[src/rtl/contador_bcd_asc_lim_pkg.sv]
// Shared BCD definitions and helpers for the ascending limited BCD counter.
package contador_bcd_asc_lim_pkg;

    localparam int unsigned  BCD_W   = 4;
    localparam logic [3:0]   BCD_MAX = 4'd9;

    function automatic logic bcd_digit_valid(input logic [BCD_W-1:0] d);
        return (d <= BCD_MAX);
    endfunction

    // True when the two-digit BCD value {a_t,a_u} is less than or equal to {b_t,b_u}.
    function automatic logic bcd_le(input logic [BCD_W-1:0] a_t,
                                    input logic [BCD_W-1:0] a_u,
                                    input logic [BCD_W-1:0] b_t,
                                    input logic [BCD_W-1:0] b_u);
        return (a_t < b_t) || ((a_t == b_t) && (a_u <= b_u));
    endfunction

endpackage

[src/rtl/contador_bcd_digito.sv]
// Single BCD digit register: clear, parallel load, and 9 -> 0 wrapping increment.
module contador_bcd_digito
    import contador_bcd_asc_lim_pkg::*;
(
    input  logic             clk,
    input  logic             reset,
    input  logic             inc,
    input  logic             clr,
    input  logic             ld,
    input  logic [BCD_W-1:0] d,
    output logic [BCD_W-1:0] q,
    output logic             at9
);

    logic [BCD_W-1:0] q_reg;

    always_ff @(posedge clk) begin
        if (reset) begin
            q_reg <= '0;
        end else if (clr) begin
            q_reg <= '0;
        end else if (ld) begin
            q_reg <= d;
        end else if (inc) begin
            q_reg <= (q_reg == BCD_MAX) ? '0 : q_reg + 4'd1;
        end
    end

    assign q   = q_reg;
    assign at9 = (q_reg == BCD_MAX);

endmodule

[src/rtl/contador_bcd_asc_lim.sv]
// Two-digit BCD up-counter wrapping at {MAX_TENS,MAX_UNITS}, with validated load and cascade carry.
module contador_bcd_asc_lim
    import contador_bcd_asc_lim_pkg::*;
#(
    parameter int unsigned MAX_TENS  = 5,
    parameter int unsigned MAX_UNITS = 9
) (
    input  logic             clk,
    input  logic             reset,
    input  logic             enable,
    input  logic             load,
    input  logic [BCD_W-1:0] load_tens,
    input  logic [BCD_W-1:0] load_units,
    output logic [BCD_W-1:0] tens,
    output logic [BCD_W-1:0] units,
    output logic             tc,
    output logic             wrap,
    output logic             load_err
);

    localparam logic [BCD_W-1:0] LIM_T = BCD_W'(MAX_TENS);
    localparam logic [BCD_W-1:0] LIM_U = BCD_W'(MAX_UNITS);

    // Index 0 is the units digit, index 1 the tens digit.
    logic [BCD_W-1:0] dig_q   [2];
    logic [BCD_W-1:0] dig_d   [2];
    logic             dig_at9 [2];
    logic             dig_inc [2];
    logic [2:0]       carry;

    logic at_limit;
    logic wrap_hit;
    logic load_ok;
    logic load_accept;
    logic count_step;
    logic wrap_next;
    logic load_err_next;
    logic wrap_reg;
    logic load_err_reg;

    assign dig_d[0] = load_units;
    assign dig_d[1] = load_tens;
    assign carry[0] = 1'b1;

    genvar gi;
    generate
        for (gi = 0; gi < 2; gi++) begin : g_digit
            assign carry[gi+1]  = carry[gi] & dig_at9[gi];
            assign dig_inc[gi]  = count_step & carry[gi];

            contador_bcd_digito u_digit (
                .clk   (clk),
                .reset (reset),
                .inc   (dig_inc[gi]),
                .clr   (wrap_next),
                .ld    (load_accept),
                .d     (dig_d[gi]),
                .q     (dig_q[gi]),
                .at9   (dig_at9[gi])
            );
        end
    endgenerate

    // 99 can only be reached when it is the limit, so all-nines rolling over is harmless.
    always_comb begin
        at_limit      = (dig_q[1] == LIM_T) && (dig_q[0] == LIM_U);
        wrap_hit      = at_limit | carry[2];
        load_ok       = bcd_digit_valid(load_tens) && bcd_digit_valid(load_units) &&
                        bcd_le(load_tens, load_units, LIM_T, LIM_U);
        load_accept   = load & load_ok;
        count_step    = enable & ~load & ~wrap_hit;
        wrap_next     = enable & ~load & wrap_hit;
        load_err_next = load & ~load_ok;
    end

    always_ff @(posedge clk) begin
        if (reset) begin
            wrap_reg     <= 1'b0;
            load_err_reg <= 1'b0;
        end else begin
            wrap_reg     <= wrap_next;
            load_err_reg <= load_err_next;
        end
    end

    assign tens     = dig_q[1];
    assign units    = dig_q[0];
    assign tc       = enable & wrap_hit;
    assign wrap     = wrap_reg;
    assign load_err = load_err_reg;

endmodule

[config.mk]
export PLATFORM = sky130hd
export DESIGN_NAME = contador_bcd_asc_lim
export DESIGN_NICKNAME = d
export VERILOG_FILES = /design/src/rtl/contador_bcd_asc_lim_pkg.sv /design/src/rtl/contador_bcd_digito.sv /design/src/rtl/contador_bcd_asc_lim.sv
export SDC_FILE = /design/constraint.sdc
export NUM_CORES = 1
export LEC_CHECK = 0
export CAP_MARGIN = 20
export CORE_MARGIN = 2
export CORE_UTILIZATION = 41
export DETAILED_ROUTE_END_ITERATION = 16
export PLACE_DENSITY = 0.72
export SKIP_LAST_GASP = 1
export SLEW_MARGIN = 20
export SYNTH_ARGS = -nofsm -noshare
export SYNTH_HDL_FRONTEND = slang
export SYNTH_SLANG_ARGS = --single-unit
[constraint.sdc]
create_clock -name clk -period 1.6 [get_ports clk]
set_clock_uncertainty 0.15 [all_clocks]
set_input_delay 0.4 -clock clk [delete_from_list [all_inputs] [get_ports clk]]
set_output_delay 0.4 -clock clk [all_outputs]
set_load 0.01 [all_outputs]
Yosys cells after proc, flatten, opt, wreduce, memory -nomap -nowiden

Cells that the tools add are included.

Add/subtract/negate cells: 2
Bitwise operators: 12
Magnitude comparators: 3
Equality and inequality tests: 4
Multiplexer cells: 6
Reductions and logical operators: 8

Operators with widths:

| cell                                                        | count |
|---|---|
| two-way mux 4 bit                                           | 6 |
| adder 4 x 1 -> 4 bit (second input constant)                | 2 |
| AND 1 bit                                                   | 8 |
| == test 4 x 3 -> 1 bit (second input constant)              | 2 |
| == test 4 bit (second input constant)                       | 2 |
| <= comparator 4 bit (second input constant)                 | 2 |
| logical AND 1 bit                                           | 4 |
| less-than comparator 4 x 3 -> 1 bit (second input constant) | 1 |
| nonzero test 2 bit                                          | 2 |
| NOT 1 bit                                                   | 3 |
| OR reduction 2 bit                                          | 1 |
| logical OR 1 bit                                            | 1 |
| OR 1 bit                                                    | 1 |

Input bits: 12
Output and inout bits: 11
Register bits: 10
Logic and storage cells: 39

Depth between registers and ports, before layout

Gate-level depths: netlist of run 1.

Depth after elaboration: 8
Mapped depth: 5
Mapped depth without buffers: 4

Cells and area by module

A second synthesis of run 1 with hierarchy kept.

Cells, all modules: 71
Area total of the unflattened synthesis: 594.3 µm²

By module, submodules not included:

| module               | instances | cells each | seq. area each (µm²) | area each (µm²) |
|---|---|---|---|---|
| contador_bcd_digito  | 2         | 27         | 80.1                 | 224.0 |
| contador_bcd_asc_lim | 1         | 17         | 40.0                 | 146.4 |

Least setup slack after synthesis of run 1

Ideal clock, no wire load.

Path type: input -> register
Start point: in load
End point: reg g_digit[1].u_digit.q_reg[1]
Data arrival time: 1,259 ps
Buffers on the path: 1
Setup slack: 57 ps
Required time: 1,316 ps
Cell stages on the path: 5
Library setup time: 134 ps
Path through: buf_6 and3b_1 and4_4 mux2i_1 a211oi_2

Cells in the longest elaborated chain, start to end: 5
Elaborated cells between the ends (all ways): 9
Classes of those cells: mux: 1; bitwise: 6; reduce/logical: 2

RTL lines:

| element                      | RTL line                                               | RTL |
|---|---|---|
| from (decl)                  | contador_bcd_asc_lim.sv:11                             | `input logic load,` |
| NOT 1 bit                    | contador_bcd_asc_lim.sv:71, contador_bcd_asc_lim.sv:72 |  |
| AND 1 bit                    | contador_bcd_asc_lim.sv:71, contador_bcd_asc_lim.sv:72 |  |
| AND 1 bit                    | contador_bcd_asc_lim.sv:71                             | `count_step = enable & ~load & ~wrap_hit;` |
| AND 1 bit                    | contador_bcd_asc_lim.sv:49                             | `assign dig_inc[gi] = count_step & carry[gi];` |
| nonzero test 2 bit (no line) | -                                                      |  |
| to (signal assigned)         | contador_bcd_digito.sv:25                              | `q_reg <= (q_reg == BCD_MAX) ? '0 : q_reg + 4'd1;` |
| to (decl)                    | contador_bcd_digito.sv:15                              | `logic [BCD_W-1:0] q_reg;` |

Several ways; a longest one is shown, not always the timed one.
A chain may end at the register's enable or synchronous reset.

Worst setup path in the final report of run 1

Start point: reg g_digit[1].u_digit.q_reg[3]
End point: out tc

Cells in the longest elaborated chain, start to end: 4
Elaborated cells between the ends (all ways): 6
Classes of those cells: eq/ne: 2; bitwise: 3; reduce/logical: 1

RTL lines:

| element                                                 | RTL line                                               | RTL |
|---|---|---|
| == test 4 bit or == test 4 x 3 -> 1 bit (tied branches) | contador_bcd_digito.sv:30, contador_bcd_asc_lim.sv:66  |  |
| AND 1 bit or logical AND 1 bit (tied branches)          | contador_bcd_asc_lim.sv:48, contador_bcd_asc_lim.sv:66 |  |
| OR 1 bit (*)                                            | contador_bcd_asc_lim.sv:67                             | `wrap_hit = at_limit \| carry[2];` |
| AND 1 bit (*)                                           | contador_bcd_asc_lim.sv:88                             | `assign tc = enable & wrap_hit;` |
| to (decl)                                               | contador_bcd_asc_lim.sv:16                             | `output logic tc,` |

Mark *: on every way between the ends. The rest lies on a longest branch, timed or not.

==> results of run 1 <==
## repair_timing
action / CTS / global route
pin swaps: 2 / 4
endpoints found under the setup margin: 19 / 10
setup buffers: 1 / 0
gates resized for setup: 21 / 12
## synthesized netlist by cell type (all sizes together)
cell / instances / area share (%)
and3: 2 / 2.6
a32oi: 1 / 1.5
and4b: 1 / 1.7
dfxtp: 10 / 35
and3b: 1 / 1.5
nor2b: 3 / 3.2
mux2i: 1 / 1.7
nand3: 2 / 1.7
a21o: 2 / 3.9
nand2: 2 / 1.3
buf: 1 / 1.9
nor4: 1 / 1.1
and4bb: 1 / 2.2
nand3b: 1 / 1.3
a21boi: 1 / 1.3
a211oi: 4 / 7.8
a21oi: 5 / 4.3
o21ai: 3 / 2.6
and4: 2 / 3.5
xnor2: 3 / 4.5
nor2: 10 / 6.5
nor3b: 1 / 1.3
a311oi: 1 / 1.5
inv: 1 / 0.65
nor3: 3 / 4.3
xor2: 1 / 1.5
## per-layer routing
metal	vias to the layer above	GRT usage, %	part of all wire (%)
met2	29	34.1	49
met1	300	24.3	40
met3	7	8.70	8.7
li1	328	-	-
met4	0	8.39	2.2
met5	-	0	0
## placed cells by master (no fill, tap or decap), drive strengths merged, types with 3 or more instances in the layout
cell type / netlist / layout
a211oi: 4 / 4
a21oi: 5 / 5
buf: 1 / 21
clkbuf: 0 / 3
clkdlybuf4s50: 0 / 9
dfxtp: 10 / 10
dlygate4sd2: 0 / 11
nor2: 10 / 10
nor2b: 3 / 3
nor3: 3 / 3
o21ai: 3 / 3
xnor2: 3 / 3
## worst reg2reg max path, cell delays in order (launching register included)
cell      delay (ns)
dfxtp_1         0.35
buf_4           0.14
and3b_1         0.18
and4_4          0.24
mux2i_2         0.25
a211oi_2        0.09
## power groups by stage
stage          registers [uW]  clock network [uW]  logic (uW)
2_1_floorplan             284                   0        53.2
3_3_place_gp              272                   0         160
3_5_place_dp              273                   0         164
4_1_cts                   267                 170         161
5_1_grt                   271                 181         181
6_report                  269                 165         170
## metrics by stage
stage          setup TNS [ns]  power [uW]  worst slack (ns)  util, %  std cells
2_1_floorplan               0         337            0.0573        -         64
3_3_place_gp            -3.88         431            -0.742     72.1        119
3_5_place_dp            -4.45         437            -0.775     72.1        119
4_1_cts                -0.233         598            -0.233     74.8        123
5_1_grt                -0.197         632            -0.170     76.5        123
6_report               -0.131         604            -0.131     76.5        123
## cells by family (layout without fill, tap and decap cells)
logic type | after synthesis | after routing | share of synthesized area (%)
simple gates | 30 | 30 | 32.2
compound gates | 17 | 17 | 22.9
flops | 10 | 10 | 34.6
xor+xnor | 4 | 4 | 6.05
buf+inv | 2 | 46 | 2.59
mux | 1 | 1 | 1.73
## worst min path at each step
stage | start | end | depth (start not counted)
final | g_digit[0].u_digit.q[0]$_SDFFE_PP0P_ | g_digit[0].u_digit.q[0]$_SDFFE_PP0P_ | 3
after floorplan | reset | g_digit[0].u_digit.q[0]$_SDFFE_PP0P_ | 1
after global routing | g_digit[1].u_digit.q[0]$_SDFFE_PP0P_ | g_digit[1].u_digit.q[0]$_SDFFE_PP0P_ | 3
after global placement | g_digit[0].u_digit.q[0]$_SDFFE_PP0P_ | g_digit[0].u_digit.q[0]$_SDFFE_PP0P_ | 3
after detailed placement | g_digit[1].u_digit.q[1]$_SDFFE_PP0P_ | wrap$_SDFF_PP0_ | 4
after CTS | g_digit[0].u_digit.q[0]$_SDFFE_PP0P_ | g_digit[0].u_digit.q[0]$_SDFFE_PP0P_ | 3
## cell type report
cell class	instances	area (sq um)	share of cell area, %
clock buffers	3	22.5	2.23
repair buffers	42	352	34.9
inverters	1	3.75	0.372
multi-input cells	52	407	40.3
flip-flops and latches	10	205	20.3
well taps	15	18.8	1.86
==> impl_metrics.json, run 1 <==
{
  "outcome": "complete, but fails checks",
  "violations": "negative setup slack",
  "rr_worst_depth": 5,
  "drc_errors": 0,
  "die_x_um": 41.6,
  "grt_pass1_wl_um": 2790,
  "antenna-diode-count": 0,
  "routed_via_density": 5.40,
  "dieArea_sq_um": 1730,
  "yosysSeqAreaShare_pct": 34.6,
  "p_clk_share_pct": 27.3,
  "cts_tree": "yes",
  "wl_per_cell_um": 14.4,
  "insertion_delay_ns": 0.26,
  "internal_power_uw": 442,
  "largest_reg_flops": 8,
  "critPathBufInv": 1,
  "peakVddDrop_mv": 0.552,
  "required_ns": 1.05,
  "period_minus_slack_ns": 1.73,
  "synth_area_sq_um": 579,
  "crit_slowest_cell": "dfxtp_2",
  "power.density_nw_per_um2": 599,
  "clkTransAtPathRegs_ns": 0.06,
  "synth.distinct_cells": 30,
  "vias": 664,
  "r2r_slack_ns": 0.08,
  "cts_root_buffer": "clkbuf_4",
  "cts.path.max_buffers": 2,
  "grt_setup_unrepaired": "yes",
  "drt_pass1_iterations": 4,
  "end_kind": "output port",
  "reg2reg_from": "g_digit[0].u_digit.q[0]$_SDFFE_PP0P_",
  "final-setup-viol-count": 1,
  "max_freq_ghz": 0.578,
  "crit_type": "reg -> out",
  "worst_ep_arrival_time_ns": 1.18,
  "area_delta_synth_final_pct": 74.1,
  "power_frac_comb_pct": 28.1,
  "fin_crit_sh_pct": 108,
  "worst_slew_pin_slew_ns": 0.201,
  "setup_slack_ns": -0.131,
  "cts.hold.buffers_added": 0,
  "min_path_type": "reg -> reg",
  "ioPinCount": 23,
  "final_layout_size_suffix_gt1_share_pct": 42.6,
  "grt_max_degree": 10,
  "numCtsBuffers": 3,
  "drt_iter0_drc": 15,
  "crit_path_cell_trace": "xnor2_2 -> nor2_2 -> and4_1 -> buf_2",
  "cts.htree.levels": 1,
  "grt_pass1_vias": 648,
  "port_buffers": 22,
  "crit_fanout": 2,
  "power_switching_uw": 162,
  "p_seq_share_pct": 44.6,
  "drv_cap": 0,
  "clock_sinks": 10,
  "hold_violations": 0,
  "swShare_pct": 26.8,
  "coreArea_sq_um": 1320,
  "place_area_sq_um": 950,
  "critPathLaunchType": "flip-flop",
  "crit_family": "flip-flops",
  "nFillCells": 95,
  "cp-startpoint": "g_digit[1].u_digit.q[3]$_SDFFE_PP0P_",
  "postLayoutCellArea_sq_um": 1010,
  "die_h_um": 41.6,
  "ant_nets": 0,
  "grt_antenna_before_repair": 0,
  "gp_congestion": 0.736,
  "num_rows": 13,
  "slew_viol_final": 0,
  "p_leak_uw": 0.000456,
  "syn_area_per_cell_sq_um": 9.05,
  "crit_cells": 4,
  "endpoint": "tc",
  "ys_seq_elements": 10,
  "track_usage_pct": 21.0,
  "dpl.hpwl_um": 1310,
  "final_net_count": 122,
  "r2r-end": "g_digit[1].u_digit.q[1]$_SDFFE_PP0P_",
  "cpPeakStageDelay_ns": 0.34,
  "fin_hold_ws_ns": 0.498,
  "wirelength_um": 1770,
  "syn_nets": 76,
  "yosysWarningCount": 0,
  "initial_core_util_pct": 44.0,
  "synthCells": 64,
  "slew_headroom_pct": 86.4,
  "grt-ovfl-total": 0
}
(Power assumes the default switching activity.)
==> inputs of run 2 (changes only) <==
CORE_UTILIZATION = 37   (was 41)
PLACE_DENSITY = 0.69   (was 0.72)
clock period = 1.4 ns   (was 1.6 ns; I/O delays follow)
==> impl_metrics.json, run 2 (synthesized netlist as in run 1, its figures left out) <==
{
  "grt_setup_unrepaired": "yes",
  "setup_tns_ns": -0.532,
  "required_ns": 0.90,
  "grt-ovfl-total": 0,
  "wirelength_um": 1740,
  "drv_cap": 0,
  "met3_length_um": 55,
  "routed.top_layer": "met4",
  "coreArea_sq_um": 1490,
  "critPathLaunchType": "flip-flop",
  "antenna-diode-count": 0,
  "clock_sinks": 10,
  "cts.path.max_buffers": 2,
  "insertion_delay_ns": 0.26,
  "peakVddDrop_mv": 0.372,
  "drt_pass1_iterations": 4,
  "hold_depth": 3,
  "min_to": "g_digit[0].u_digit.q[3]$_SDFFE_PP0P_",
  "ioPinCount": 23,
  "setup_slack_ns": -0.249,
  "final_common_cell": "buf_4",
  "r2r_slack_ns": -0.05,
  "power_uw": 722,
  "wl_per_cell_um": 13.8,
  "vias": 656,
  "cp-startpoint": "g_digit[0].u_digit.q[2]$_SDFFE_PP0P_",
  "worst_ep_arrival_time_ns": 1.15,
  "final-setup-viol-count": 7,
  "p_leak_uw": 0.000482,
  "wl_met1_um": 808,
  "r2r-end": "g_digit[1].u_digit.q[1]$_SDFFE_PP0P_",
  "stdcell_count": 126,
  "pre_cts_ws_ns": -0.837,
  "grt_pass1_vias": 644,
  "final_cell_mix": "buf_4, buf_2, nor2_1",
  "crit_type": "reg -> out",
  "cts.hold.buffers_added": 0,
  "end_kind": "output port",
  "die_h_um": 43.6,
  "violations": "negative setup slack",
  "slew_viol_final": 0,
  "slew_headroom_pct": 76.7,
  "ant_nets": 0,
  "final_net_count": 124,
  "port_buffers": 22,
  "clkTransAtPathRegs_ns": 0.07,
  "dieArea_sq_um": 1900,
  "grt_antenna_before_repair": 0,
  "cts_root_buffer": "clkbuf_4",
  "cts.htree.levels": 1,
  "hold_violations": 0,
  "max_freq_ghz": 0.606,
  "numCtsBuffers": 3,
  "gp_congestion": 0.773,
  "dpl.cell_count": 122,
  "grt_max_degree": 7,
  "routed_via_density": 5.21,
  "crit_fanout": 2,
  "grt_pass1_wl_um": 2860,
  "dpl.hpwl_um": 1200,
  "final_layout_size_suffix_gt1_share_pct": 59.1,
  "cts_tree": "yes",
  "period_minus_slack_ns": 1.65,
  "worst_slew_pin_slew_ns": 0.347,
  "track_usage_pct": 20.5,
  "drc_errors": 0,
  "min_path_type": "in -> reg",
  "area_delta_synth_final_pct": 86.2,
  "outcome": "complete, but fails checks",
  "initial_core_util_pct": 38.9,
  "utilization_pct": 72.4,
  "largest_reg_flops": 8,
  "rr_worst_depth": 5,
  "nFillCells": 115,
  "reg2reg_from": "g_digit[0].u_digit.q[0]$_SDFFE_PP0P_",
  "num_rows": 14,
  "power.density_nw_per_um2": 669,
  "dr_wl_met2_um": 857,
  "fin_crit_sh_pct": 118,
  "drt_iter0_drc": 6,
  "die_x_um": 43.6,
  "hold_start": "load_units[3]"
}
==> run 2: changes by cell type in the layout (fill, tap and decap cells not counted), moves of 2 or more <==
cell             before  now
dlymetal6s2s_1        0    2
dfxtp_1               6    3
buf_6                 0    5
buf_4                20   17
buf_2                 1    9
dfxtp_2               4    7
dlygate4sd2_1        11    7
clkdlybuf4s50_1       9    3
==> run 2: worst max-delay path, stage by stage (launching register included) <==
cell and delay [ns]:
dfxtp_2 0.32, and4b_1 0.26, and4_1 0.18, buf_2 0.12
==> run 2: per-stage QoR <==
stage / cell area [sq um] / hold WS, ns
6_report: 1080 / 0.344
5_1_grt: 1080 / 0.335
4_1_cts: 1000 / 0.408
3_5_place_dp: 972 / 0.377
3_3_place_gp: 972 / 0.377
2_1_floorplan: 589 / 0.262
==> run 2: metal layers <==
layer  track usage (%)  up-vias
met2              31.8       15
li1                  -      335
met5                 0        -
met4              10.9        0
met1              26.8      304
met3              3.75        2
==> run 2: layout make-up <==
type	count	area, sq um	area share, %
clock buffer	3	22.5	2.09
inverter	1	3.75	0.348
multi-input combinational	52	468	43.4
sequential	10	209	19.4
tap	16	20.0	1.86
timing repair buffer	44	355	32.9
==> run 2: how the worst max path moves through the flow <==
stage               cells past startpoint                                    to  slack (ns)
CTS                                     3                                    tc       -0.26
floorplan                               5  g_digit[1].u_digit.q[1]$_SDFFE_PP0P_       -0.06
global placement                        4                                    tc       -0.83
finish                                  3                                    tc       -0.25
detailed placement                      4                                    tc       -0.84
global route                            3                                    tc       -0.32
==> run 2: power by group <==
group / internal [uW] / leakage, uW / switching (uW)
logic: 117 / 0.000384 / 99.9
registers: 300 / 0.0000846 / 8.56
clock network: 99.2 / 0.0000138 / 97.0
==> run 2: timing repair <==
item,4_1_cts,5_1_grt
gates resized for setup,63,16
cloned,0,0
setup buffers,1,0
setup endpoints to repair,21,11
pin swaps,12,6
